### config.mk
export PLATFORM = sky130hd
export DESIGN_NAME = fetch_unit
export DESIGN_NICKNAME = d
export VERILOG_FILES = /design/src/rtl/fetch_unit.sv
export SDC_FILE = /design/constraint.sdc
export NUM_CORES = 1
export LEC_CHECK = 0
export ABC_CLOCK_PERIOD_IN_PS = 2900
export BUFFER_PORTS_ARGS = -buffer_cell sky130_fd_sc_hd__buf_2
export CAP_MARGIN = 15
export CELL_PAD_IN_SITES_DETAIL_PLACEMENT = 1
export CELL_PAD_IN_SITES_GLOBAL_PLACEMENT = 2
export CORE_ASPECT_RATIO = 2
export CORE_MARGIN = 10
export CORE_UTILIZATION = 25
export DETAILED_ROUTE_END_ITERATION = 10
export PLACE_DENSITY_LB_ADDON = 0.1
export SLEW_MARGIN = 20
export SYNTH_ARGS = -nofsm -noshare
export SYNTH_HDL_FRONTEND = slang
export SYNTH_SLANG_ARGS = --single-unit
### constraint.sdc
create_clock -name clk -period 2.9 [get_ports clk]
set_input_delay 0.58 -clock clk [delete_from_list [all_inputs] [get_ports clk]]
set_output_delay 0.58 -clock clk [all_outputs]
set_load 0.02 [all_outputs]
### src/rtl/fetch_unit.sv
// fetch_unit: single-outstanding instruction fetch with stall hold, redirect and kill of stale responses
module fetch_unit #(
    parameter logic [31:0] RESET_PC = 32'h0000_0000
) (
    input  logic        clk,
    input  logic        rst,
    input  logic        stallF,
    input  logic        redirect,
    input  logic [31:0] redirect_pc,
    output logic        imem_req,
    output logic [31:0] imem_addr,
    input  logic        imem_ready,
    input  logic        imem_rvalid,
    input  logic [31:0] imem_rdata,
    output logic        fetch_valid,
    output logic [31:0] InstructionF,
    output logic [31:0] PCPlus4F
);
    typedef enum logic [1:0] {S_REQ, S_WAIT, S_HOLD} state_t;
    state_t      state_q, state_d;
    logic [31:0] pc_q, pc_d, ibuf_q, ibuf_d;
    logic        kill_q, kill_d;
    // next-state: redirect always wins; a redirect while waiting marks the in-flight response stale
    always_comb begin
        state_d = state_q;
        pc_d    = pc_q;
        ibuf_d  = ibuf_q;
        kill_d  = kill_q;
        case (state_q)
            S_REQ: begin
                if (redirect) pc_d = redirect_pc;
                else if (imem_ready) state_d = S_WAIT;
            end
            S_WAIT: begin
                if (imem_rvalid) begin
                    if (kill_q || redirect) begin
                        kill_d  = 1'b0;
                        state_d = S_REQ;
                        pc_d    = redirect ? redirect_pc : pc_q;
                    end else begin
                        ibuf_d  = imem_rdata;
                        state_d = S_HOLD;
                    end
                end else if (redirect) begin
                    pc_d   = redirect_pc;
                    kill_d = 1'b1;
                end
            end
            S_HOLD: begin
                if (redirect) begin
                    pc_d    = redirect_pc;
                    state_d = S_REQ;
                end else if (!stallF) begin
                    pc_d    = pc_q + 32'd4;
                    state_d = S_REQ;
                end
            end
            default: state_d = S_REQ;
        endcase
    end
    // state registers with synchronous reset
    always_ff @(posedge clk) begin
        if (rst) begin
            state_q <= S_REQ;
            pc_q    <= RESET_PC;
            ibuf_q  <= 32'h0;
            kill_q  <= 1'b0;
        end else begin
            state_q <= state_d;
            pc_q    <= pc_d;
            ibuf_q  <= ibuf_d;
            kill_q  <= kill_d;
        end
    end
    assign imem_req     = (state_q == S_REQ) && !redirect;
    assign imem_addr    = pc_q;
    assign fetch_valid  = (state_q == S_HOLD);
    assign InstructionF = fetch_valid ? ibuf_q : 32'h0;
    assign PCPlus4F     = pc_q + 32'd4;
endmodule

==> results of run 1 <==
[metrics by stage]
step	std cells	TNS (ns)	instance area (um2)	worst slack [ns]	power [W]
floorplan	531	-0.02828	3943	-0.02828	0.001220
global placement	887	0	5154	0.1715	0.001407
detailed placement	887	0	5155	0.1200	0.001413
CTS	911	-0.02261	5655	-0.02261	0.002738
global route	920	-0.3917	5794	-0.08562	0.002826
finish	920	-0.02184	5794	-0.01683	0.002708
[logic make-up after synthesis]
group           after synthesis
compound gates              109
xor+xnor                     26
simple gates                268
flops                        67
buf+inv                      49
fa+ha+maj                     1
mux                          11
[layout by cell type (no fill, tap or decap), types with 9 or more instances in the layout]
| cell | instances |
|---|---|
| nand3_1 | 19 |
| buf_4 | 58 |
| nor3_1 | 12 |
| buf_2 | 161 |
| a21oi_1 | 51 |
| nand2_1 | 106 |
| xor2_1 | 9 |
| a22oi_1 | 10 |
| and2_1 | 35 |
| o21ai_0 | 13 |
| xnor2_1 | 10 |
| clkbuf_16 | 9 |
| dfxtp_1 | 58 |
| nor2_1 | 26 |
[critical path, cell delays in order, from the launching register on]
cell and delay (ns):
dfxtp_2 0.36, and4_1 0.22, or4b_4 0.55, or4_4 0.57
xnor2_2 0.15, buf_4 0.15
[sequential cells by signal, indices dropped and copies added (netlist names)]
register	flops
ibuf_q	32
imem_addr	32
state_q	2
kill_q	1
[layout make-up]
class | count | area, um2 | area share
clock buffer | 10 | 239.0 | 0.04124
clock inverter | 6 | 112.6 | 0.01943
inverter | 2 | 7.507 | 0.001296
multi-input combinational | 415 | 2549 | 0.4399
sequential | 67 | 1355 | 0.2339
tap | 198 | 247.7 | 0.04276
timing repair buffer | 222 | 1284 | 0.2216
[worst paths after layout]
check,start,end,depth (start not counted)
worst min register to register,ibuf_q[28]$_SDFFE_PP0P_,ibuf_q[28]$_SDFFE_PP0P_,2
worst min-delay path,ibuf_q[28]$_SDFFE_PP0P_,ibuf_q[28]$_SDFFE_PP0P_,2
worst max-delay path,imem_addr[3]$_SDFFE_PP0P_,PCPlus4F[25],5
worst max register to register,imem_addr[3]$_SDFFE_PP0P_,imem_addr[25]$_SDFFE_PP0P_,6
[repair_timing]
action,4_1_cts,5_1_grt
setup endpoints to repair,13,12
endpoints found under the hold margin,0,0
pin swaps,4,6
setup buffers,8,9
gates resized for setup,24,17
cloned,0,0
[power breakdown]
group | internal, W | switching, W
clock | 0.000865 | 0.000437
combinational | 0.000166 | 0.000246
sequential | 0.000956 | 0.0000372
total | 0.00199 | 0.000720
[layer usage]
metal	vias up	share of wire	GRT usage
met5	-	0	0
met4	0	0.025	0.07462
met2	112	0.57	0.3071
met1	2202	0.35	0.1566
met3	23	0.056	0.03333
li1	2202	-	-
==> flow_summary.ini, run 1 <==
[sta]
worst_slew_pin_slew_ns = 0.8640
post-route-min-period_ns = 2.917
hold_ws_ns = 0.4505
slew_violations = 0
worst_slack_ns = -0.01683
relSlewSlack = 0.4240
clock_skew_ns = 0.01287
fin_crit_sh = 1.006
finalHoldViolations = 0
finalSetupViolCount = 2
timing.fmax_mhz = 342.8
grt_setup_unrepaired = yes

[cells_and_area]
num-nets-final = 788
area_growth_pct = 48.38
fill_cells = 1886
fin_util = 0.3788
antennaDiodeCount = 0
layout-drive-gt1-share = 0.3906

[setup_path]
reg2reg_slack_ns = 0.56
path_max_fanout = 5
worstSetupPathType = reg -> out
critical_path_arrival_ns = 2.34
critical_path_required_ns = 2.32
crit_path_end_kind = output port
worstSetupStartpointType = register

[die]
coreArea_mm2 = 0.01529
io_pins = 168
start_util = 0.2553
die_h_um = 196.8
design.die.area_mm2 = 0.02132
die_w_um = 108.4
rows = 64

[clock_network]
cts_tree = yes
ctsRootBufferMaster = clkbuf_16
cts.clk_slew.worst_paths_ns = 0.06
clkSinkCount = 67
htreeDepth = 3
cts_buffer_depth = 2
clk_latency_ns = 0.34
cts_buffers = 9
cts_hold_buf = 0

[yosys]
synth_ff_type = dfxtp_1
syn-cell-area_mm2 = 0.003905
yosysMostFrequentCell = nand2_1
synthAdderAreaFrac = 0.003204
synth-xor-area-share = 0.05831
async_flop_share = 0
synth_enable_flop_cells = 0
synth_cell_types = 58
synth_top_family_by_area = simple AND/OR/NAND/NOR gates
yosys_warnings = 0
synth_common_cells = 107 x nand2_1, 67 x dfxtp_1, 51 x a21oi_1, 42 x clkbuf_1, 35 x and2_1
synth-simple-area-share = 0.3441
yosysTopAreaCellShare = 0.3435
synth-compound-area-share = 0.1711
ys_seq_area_frac = 0.3435
avgSynthCellArea_um2 = 7.354
yosys.area.top_type = dfxtp_1
ys_ff_latch = 67
synth_area_leaders = dfxtp_1 34%, nand2_1 10%, a21oi_1 6.5%
syn_inst = 531
synth.area.mux_share = 0.03012
synth_nets = 602

[detailed_routing]
vias = 4539
drtIter0Drc = 114
wl_mm = 17.59
ant_nets = 0
wl_per_cell_um = 19.12
drc = 0
avgViaCountPerCell = 4.934
drtPass1Iterations = 4

[min_path]
worstHoldPathType = reg -> reg

[placement]
post-dp-hpwl_mm = 13.31
port_buffers = 167
place_congestion = 0.7909

[grt]
grt_use_total = 0.1607
grt_pass1_wl_mm = 27.08
grt_pass1_vias = 4899
grt_overflow = 0
grt_max_degree = 76
antenna_found_initial = 0

[status]
violations = setup timing
status = finished, violations left

[power_and_ir_drop]
leakage_nw = 2.616
vdd_ir_drop_max_mv = 0.2925
powerDensity_mw_per_mm2 = 467.3

[flow_run]
drv_cap = 0
Note: power is estimated with default switching activity, not from simulation.
==> inputs of run 2 (changes only) <==
--- a/config.mk
+++ b/config.mk
@@ -6,12 +6,12 @@
 export NUM_CORES = 1
 export LEC_CHECK = 0
 export ABC_CLOCK_PERIOD_IN_PS = 2900
-export BUFFER_PORTS_ARGS = -buffer_cell sky130_fd_sc_hd__buf_2
+export BUFFER_PORTS_ARGS = -buffer_cell sky130_fd_sc_hd__buf_4
 export CAP_MARGIN = 15
 export CELL_PAD_IN_SITES_DETAIL_PLACEMENT = 1
 export CELL_PAD_IN_SITES_GLOBAL_PLACEMENT = 2
-export CORE_ASPECT_RATIO = 2
-export CORE_MARGIN = 10
+export CORE_ASPECT_RATIO = 1.2
+export CORE_MARGIN = 3
 export CORE_UTILIZATION = 25
 export DETAILED_ROUTE_END_ITERATION = 10
 export PLACE_DENSITY_LB_ADDON = 0.1
==> flow_summary.ini, run 2 (same netlist as run 1, synthesis figures left out) <==
[sta]
setup_tns_ns = -0.05035
hold_ws_ns = 0.4446
worst_slack_ns = -0.02899
slew_violations = 0
fin_crit_sh = 1.010
post-route-min-period_ns = 2.929
grt_setup_unrepaired = yes
finalHoldViolations = 0
worst_slew_pin_slew_ns = 0.7363
timing.fmax_mhz = 341.4
relSlewSlack = 0.5091
clock_skew_ns = 0.007377
finalSetupViolCount = 2

[placement]
post-dp-hpwl_mm = 11.23
port_buffers = 167
place_congestion = 0.8081
dpl-instance-area_mm2 = 0.005573

[clock_network]
htreeDepth = 3
cts_buffer_depth = 2
cts_tree = yes
ctsRootBufferMaster = clkbuf_16
cts_buffers = 9
clkSinkCount = 67
clk_latency_ns = 0.33
cts.clk_slew.worst_paths_ns = 0.06

[power_and_ir_drop]
powerDensity_mw_per_mm2 = 417.0
vdd_ir_drop_max_mv = 0.2064
leakage_nw = 2.599
p_total_w = 0.002542

[detailed_routing]
drtPass1Iterations = 4
vias = 4477
drc = 0
wl_mm = 15.36
ant_nets = 0
avgViaCountPerCell = 4.872
wl_per_cell_um = 16.71
drtIter0Drc = 200

[grt]
grt_max_degree = 51
grt_use_total = 0.1742
antenna_found_initial = 0
grt_pass1_vias = 4640
grt_pass1_wl_mm = 24.05
grt_overflow = 0

[cells_and_area]
final_common_cell = buf_4
layout-drive-gt1-share = 0.3818
fin_util = 0.4025
area_growth_pct = 56.10
finish.instance_area_mm2 = 0.006096
layout_common_cells = 210 x buf_4, 107 x nand2_1, 58 x dfxtp_1
num-nets-final = 781
fill_cells = 1873
antennaDiodeCount = 0

[status]
status = finished, violations left
violations = setup timing

[die]
rows = 49
coreArea_mm2 = 0.01514
die_h_um = 142.9
design.die.area_mm2 = 0.01716
io_pins = 168
start_util = 0.2579
die_w_um = 120.1

[setup_path]
critical_path_arrival_ns = 2.35
critical_path_required_ns = 2.32
reg2reg_slack_ns = 0.59
worstSetupPathType = reg -> out
worstSetupStartpointType = register
crit_path_end_kind = output port
path_max_fanout = 5
rr_worst_depth = 6
r2r-start = imem_addr[2]$_SDFFE_PP0P_
r2r-end = imem_addr[25]$_SDFFE_PP0P_
crit_path_end = PCPlus4F[25]
worstSetupStartpoint = imem_addr[2]$_SDFFE_PP0P_

[min_path]
worstHoldPathType = in -> reg

[flow_run]
drv_cap = 0
-- run 2: critical path: stages (launching register included) --
cell and delay [ns]:
dfxtp_4 0.37, and4_4 0.21, or4b_4 0.53, or4_4 0.57, xnor2_2 0.18, buf_4 0.16
-- run 2: where the power goes --
part           internal (W)  switching, W
registers          0.000956     0.0000379
clock network      0.000666      0.000427
logic              0.000216      0.000240
total               0.00184      0.000704
-- run 2: area by class of cell --
class / instances / area (um2) / share of cell area
clock buffers: 10 / 229.0 / 0.03756
clock inverters: 6 / 66.31 / 0.01088
inverters: 2 / 7.507 / 0.001232
multi-input cells: 415 / 2536 / 0.4161
flip-flops and latches: 67 / 1360 / 0.2231
well taps: 204 / 255.2 / 0.04187
repair buffers: 215 / 1642 / 0.2693
-- run 2: worst min path at each step --
stage,start,to,slack (ns),cells after the start
global placement,ibuf_q[4]$_SDFFE_PP0P_,ibuf_q[4]$_SDFFE_PP0P_,0.44,2
detailed placement,ibuf_q[9]$_SDFFE_PP0P_,ibuf_q[9]$_SDFFE_PP0P_,0.44,2
global route,imem_rvalid,kill_q$_SDFFE_PP0P_,0.43,2
finish,imem_rvalid,kill_q$_SDFFE_PP0P_,0.44,2
CTS,imem_rvalid,kill_q$_SDFFE_PP0P_,0.43,2
floorplan,ibuf_q[0]$_SDFFE_PP0P_,ibuf_q[0]$_SDFFE_PP0P_,0.43,2
-- run 2: per-stage QoR --
stage	cells	worst slack, ns
after floorplan	531	-0.02828
after global placement	892	0.2093
after detailed placement	892	0.1728
after CTS	913	-0.03184
after global routing	919	-0.09491
final	919	-0.02899
-- run 2: metal layers --
metal	global-route usage	up-vias	routed length (um)
met3	0.02932	16	639
met4	0.07057	0	235
met2	0.3236	121	8189
met5	0	-	0
li1	-	2201	-
met1	0.1972	2139	6292
-- run 2: timing repair --
item	4_1_cts	5_1_grt
resized for setup	19	18
hold buffers	0	0
pin swaps	4	8
setup buffers	5	6
endpoints found under the setup margin	10	11
cloned	0	0
==> inputs of run 3 (changes only) <==
--- a/config.mk
+++ b/config.mk
@@ -6,14 +6,14 @@
 export NUM_CORES = 1
 export LEC_CHECK = 0
 export ABC_CLOCK_PERIOD_IN_PS = 2900
-export BUFFER_PORTS_ARGS = -buffer_cell sky130_fd_sc_hd__buf_4
 export CAP_MARGIN = 15
 export CELL_PAD_IN_SITES_DETAIL_PLACEMENT = 1
 export CELL_PAD_IN_SITES_GLOBAL_PLACEMENT = 2
 export CORE_ASPECT_RATIO = 1.2
 export CORE_MARGIN = 3
-export CORE_UTILIZATION = 25
+export CORE_UTILIZATION = 33
 export DETAILED_ROUTE_END_ITERATION = 10
+export DONT_BUFFER_PORTS = 1
 export PLACE_DENSITY_LB_ADDON = 0.1
 export SLEW_MARGIN = 20
 export SYNTH_ARGS = -nofsm -noshare
==> flow_summary.ini, run 3 (same netlist as run 1, synthesis figures left out) <==
[status]
status = complete, no violations

[detailed_routing]
avgViaCountPerCell = 5.497
drtPass1Iterations = 4
wl_mm = 13.58
drc = 0
ant_nets = 0
vias = 3930
wl_per_cell_um = 18.99
drtIter0Drc = 163

[grt]
grt_max_degree = 77
grt_overflow = 0
met2_usage = 0.3637
busiest_layer = met2
grt_use_total = 0.2057
met1_usage = 0.2342
grt_pass1_wl_mm = 22.15
grt_pass1_vias = 4187
use_met3 = 0.05567
antenna_found_initial = 1

[clock_network]
clk_latency_ns = 0.33
ctsRootBufferMaster = clkbuf_16
cts_buffers = 9
htreeDepth = 3
clkSinkCount = 67
cts_tree = yes
cts_buffer_depth = 2
cts.clk_slew.worst_paths_ns = 0.06

[sta]
timing.fmax_mhz = 344.9
finalSetupViolCount = 0
setup_tns_ns = 0
finalHoldViolations = 0
fin_crit_sh = 0.9997
worst_slew_pin_slew_ns = 0.7533
hold_ws_ns = 0.3156
relSlewSlack = 0.4940
grt_setup_unrepaired = yes
clock_skew_ns = 0.006856
slew_violations = 0
post-route-min-period_ns = 2.899

[power_and_ir_drop]
powerDensity_mw_per_mm2 = 502.3
vdd_ir_drop_max_mv = 0.2576
p_total_w = 0.002456
leakage_nw = 1.841

[setup_path]
r2r-end = imem_addr[25]$_SDFFE_PP0P_
worstSetupStartpointType = register
critical_path_required_ns = 2.32
cpPeakStageDelay_ns = 0.63
cp_cell_sequence = nand4_4 > or4b_4 > or4_4 > xnor2_2 > buf_4
cp_slowest_cell = or4b_4
cp_top_family = simple AND/OR/NAND/NOR gates
worstSetupPathType = reg -> out
crit_path_end_kind = output port
path_max_fanout = 5
path_buf_inv = 1
rr_worst_depth = 6
r2r-start = imem_addr[11]$_SDFFE_PP0P_
reg2reg_slack_ns = 0.59
critical_path_arrival_ns = 2.32

[cells_and_area]
layout_common_cells = 106 x nand2_1, 61 x buf_4, 58 x dfxtp_1
layout-drive-gt1-share = 0.2139
fill_cells = 1422
finish.instance_area_mm2 = 0.004890
stdcell_count = 715
final_common_cell = nand2_1
area_growth_pct = 25.22
antennaDiodeCount = 0
num-nets-final = 627

[min_path]
min_from = rst
min_delay_path_depth = 1
hold_end = imem_addr[25]$_SDFFE_PP0P_
worstHoldPathType = in -> reg

[flow_run]
drv_cap = 0

[die]
rows = 42
die_h_um = 125.2
io_pins = 168
design.die.area_mm2 = 0.01318
coreArea_mm2 = 0.01130
die_w_um = 105.3
start_util = 0.3456

[placement]
port_buffers = 0
dp.cells = 695
post-dp-hpwl_mm = 9.675
place_congestion = 0.7762
dpl-instance-area_mm2 = 0.004393
run 3: cell types whose count changed in the layout (fill, tap and decap cells not counted), moves of 2 or more:
cell,delta
dfxtp_4,-2
nand3_1,+3
xor2_4,+2
dfxtp_2,+2
buf_4,-149
nand3_2,-2
xor2_2,-3
buf_6,-4
run 3: stage by stage:
step           utilization  setup slack (ns)
4_1_cts             0.4259          -0.02002
2_1_floorplan            -          -0.02828
5_1_grt             0.4328          -0.07559
3_5_place_dp        0.3888            0.1370
3_3_place_gp        0.3888            0.2382
6_report            0.4328         0.0008196
run 3: worst max path at each step:
stage                                           from           end  slack, ns  depth (start not counted)
after global routing      imem_addr[11]$_SDFFE_PP0P_  PCPlus4F[25]      -0.08                          5
after detailed placement   imem_addr[2]$_SDFFE_PP0P_  PCPlus4F[30]       0.14                          6
after CTS                  imem_addr[2]$_SDFFE_PP0P_  PCPlus4F[25]      -0.02                          5
after floorplan           imem_addr[11]$_SDFFE_PP0P_  PCPlus4F[23]      -0.03                          7
final                     imem_addr[11]$_SDFFE_PP0P_  PCPlus4F[25]     0.0008                          5
after global placement     imem_addr[2]$_SDFFE_PP0P_  PCPlus4F[30]       0.24                          6
run 3: metal layers:
layer	up-vias	share of wire	wire length (um)
li1	1884	-	-
met1	1884	0.40	5440
met2	132	0.51	6915
met3	28	0.067	910
met4	2	0.022	297
met5	-	0.00096	13
run 3: final cells by class:
cell class	instances	area [um2]	share of cell area
repair buffers	61	457.9	0.09365
clock inverters	7	92.59	0.01894
inverters	2	7.507	0.001535
flip-flops and latches	67	1355	0.2771
multi-input cells	415	2559	0.5233
well taps	154	192.7	0.03941
clock buffers	9	225.2	0.04606
run 3: where the power goes:
group / total, W / internal [W] / leakage, nW / switching, W
Sequential: 0.000998 / 0.000957 / 0.550 / 0.0000410
Combinational: 0.000292 / 0.000110 / 1.14 / 0.000182
Clock: 0.00117 / 0.000749 / 0.147 / 0.000418
run 3: what timing repair did:
action	CTS	global route
setup buffers	4	0
endpoints found under the setup margin	9	13
pin swaps	5	5
hold buffers	0	0
resized for setup	19	16
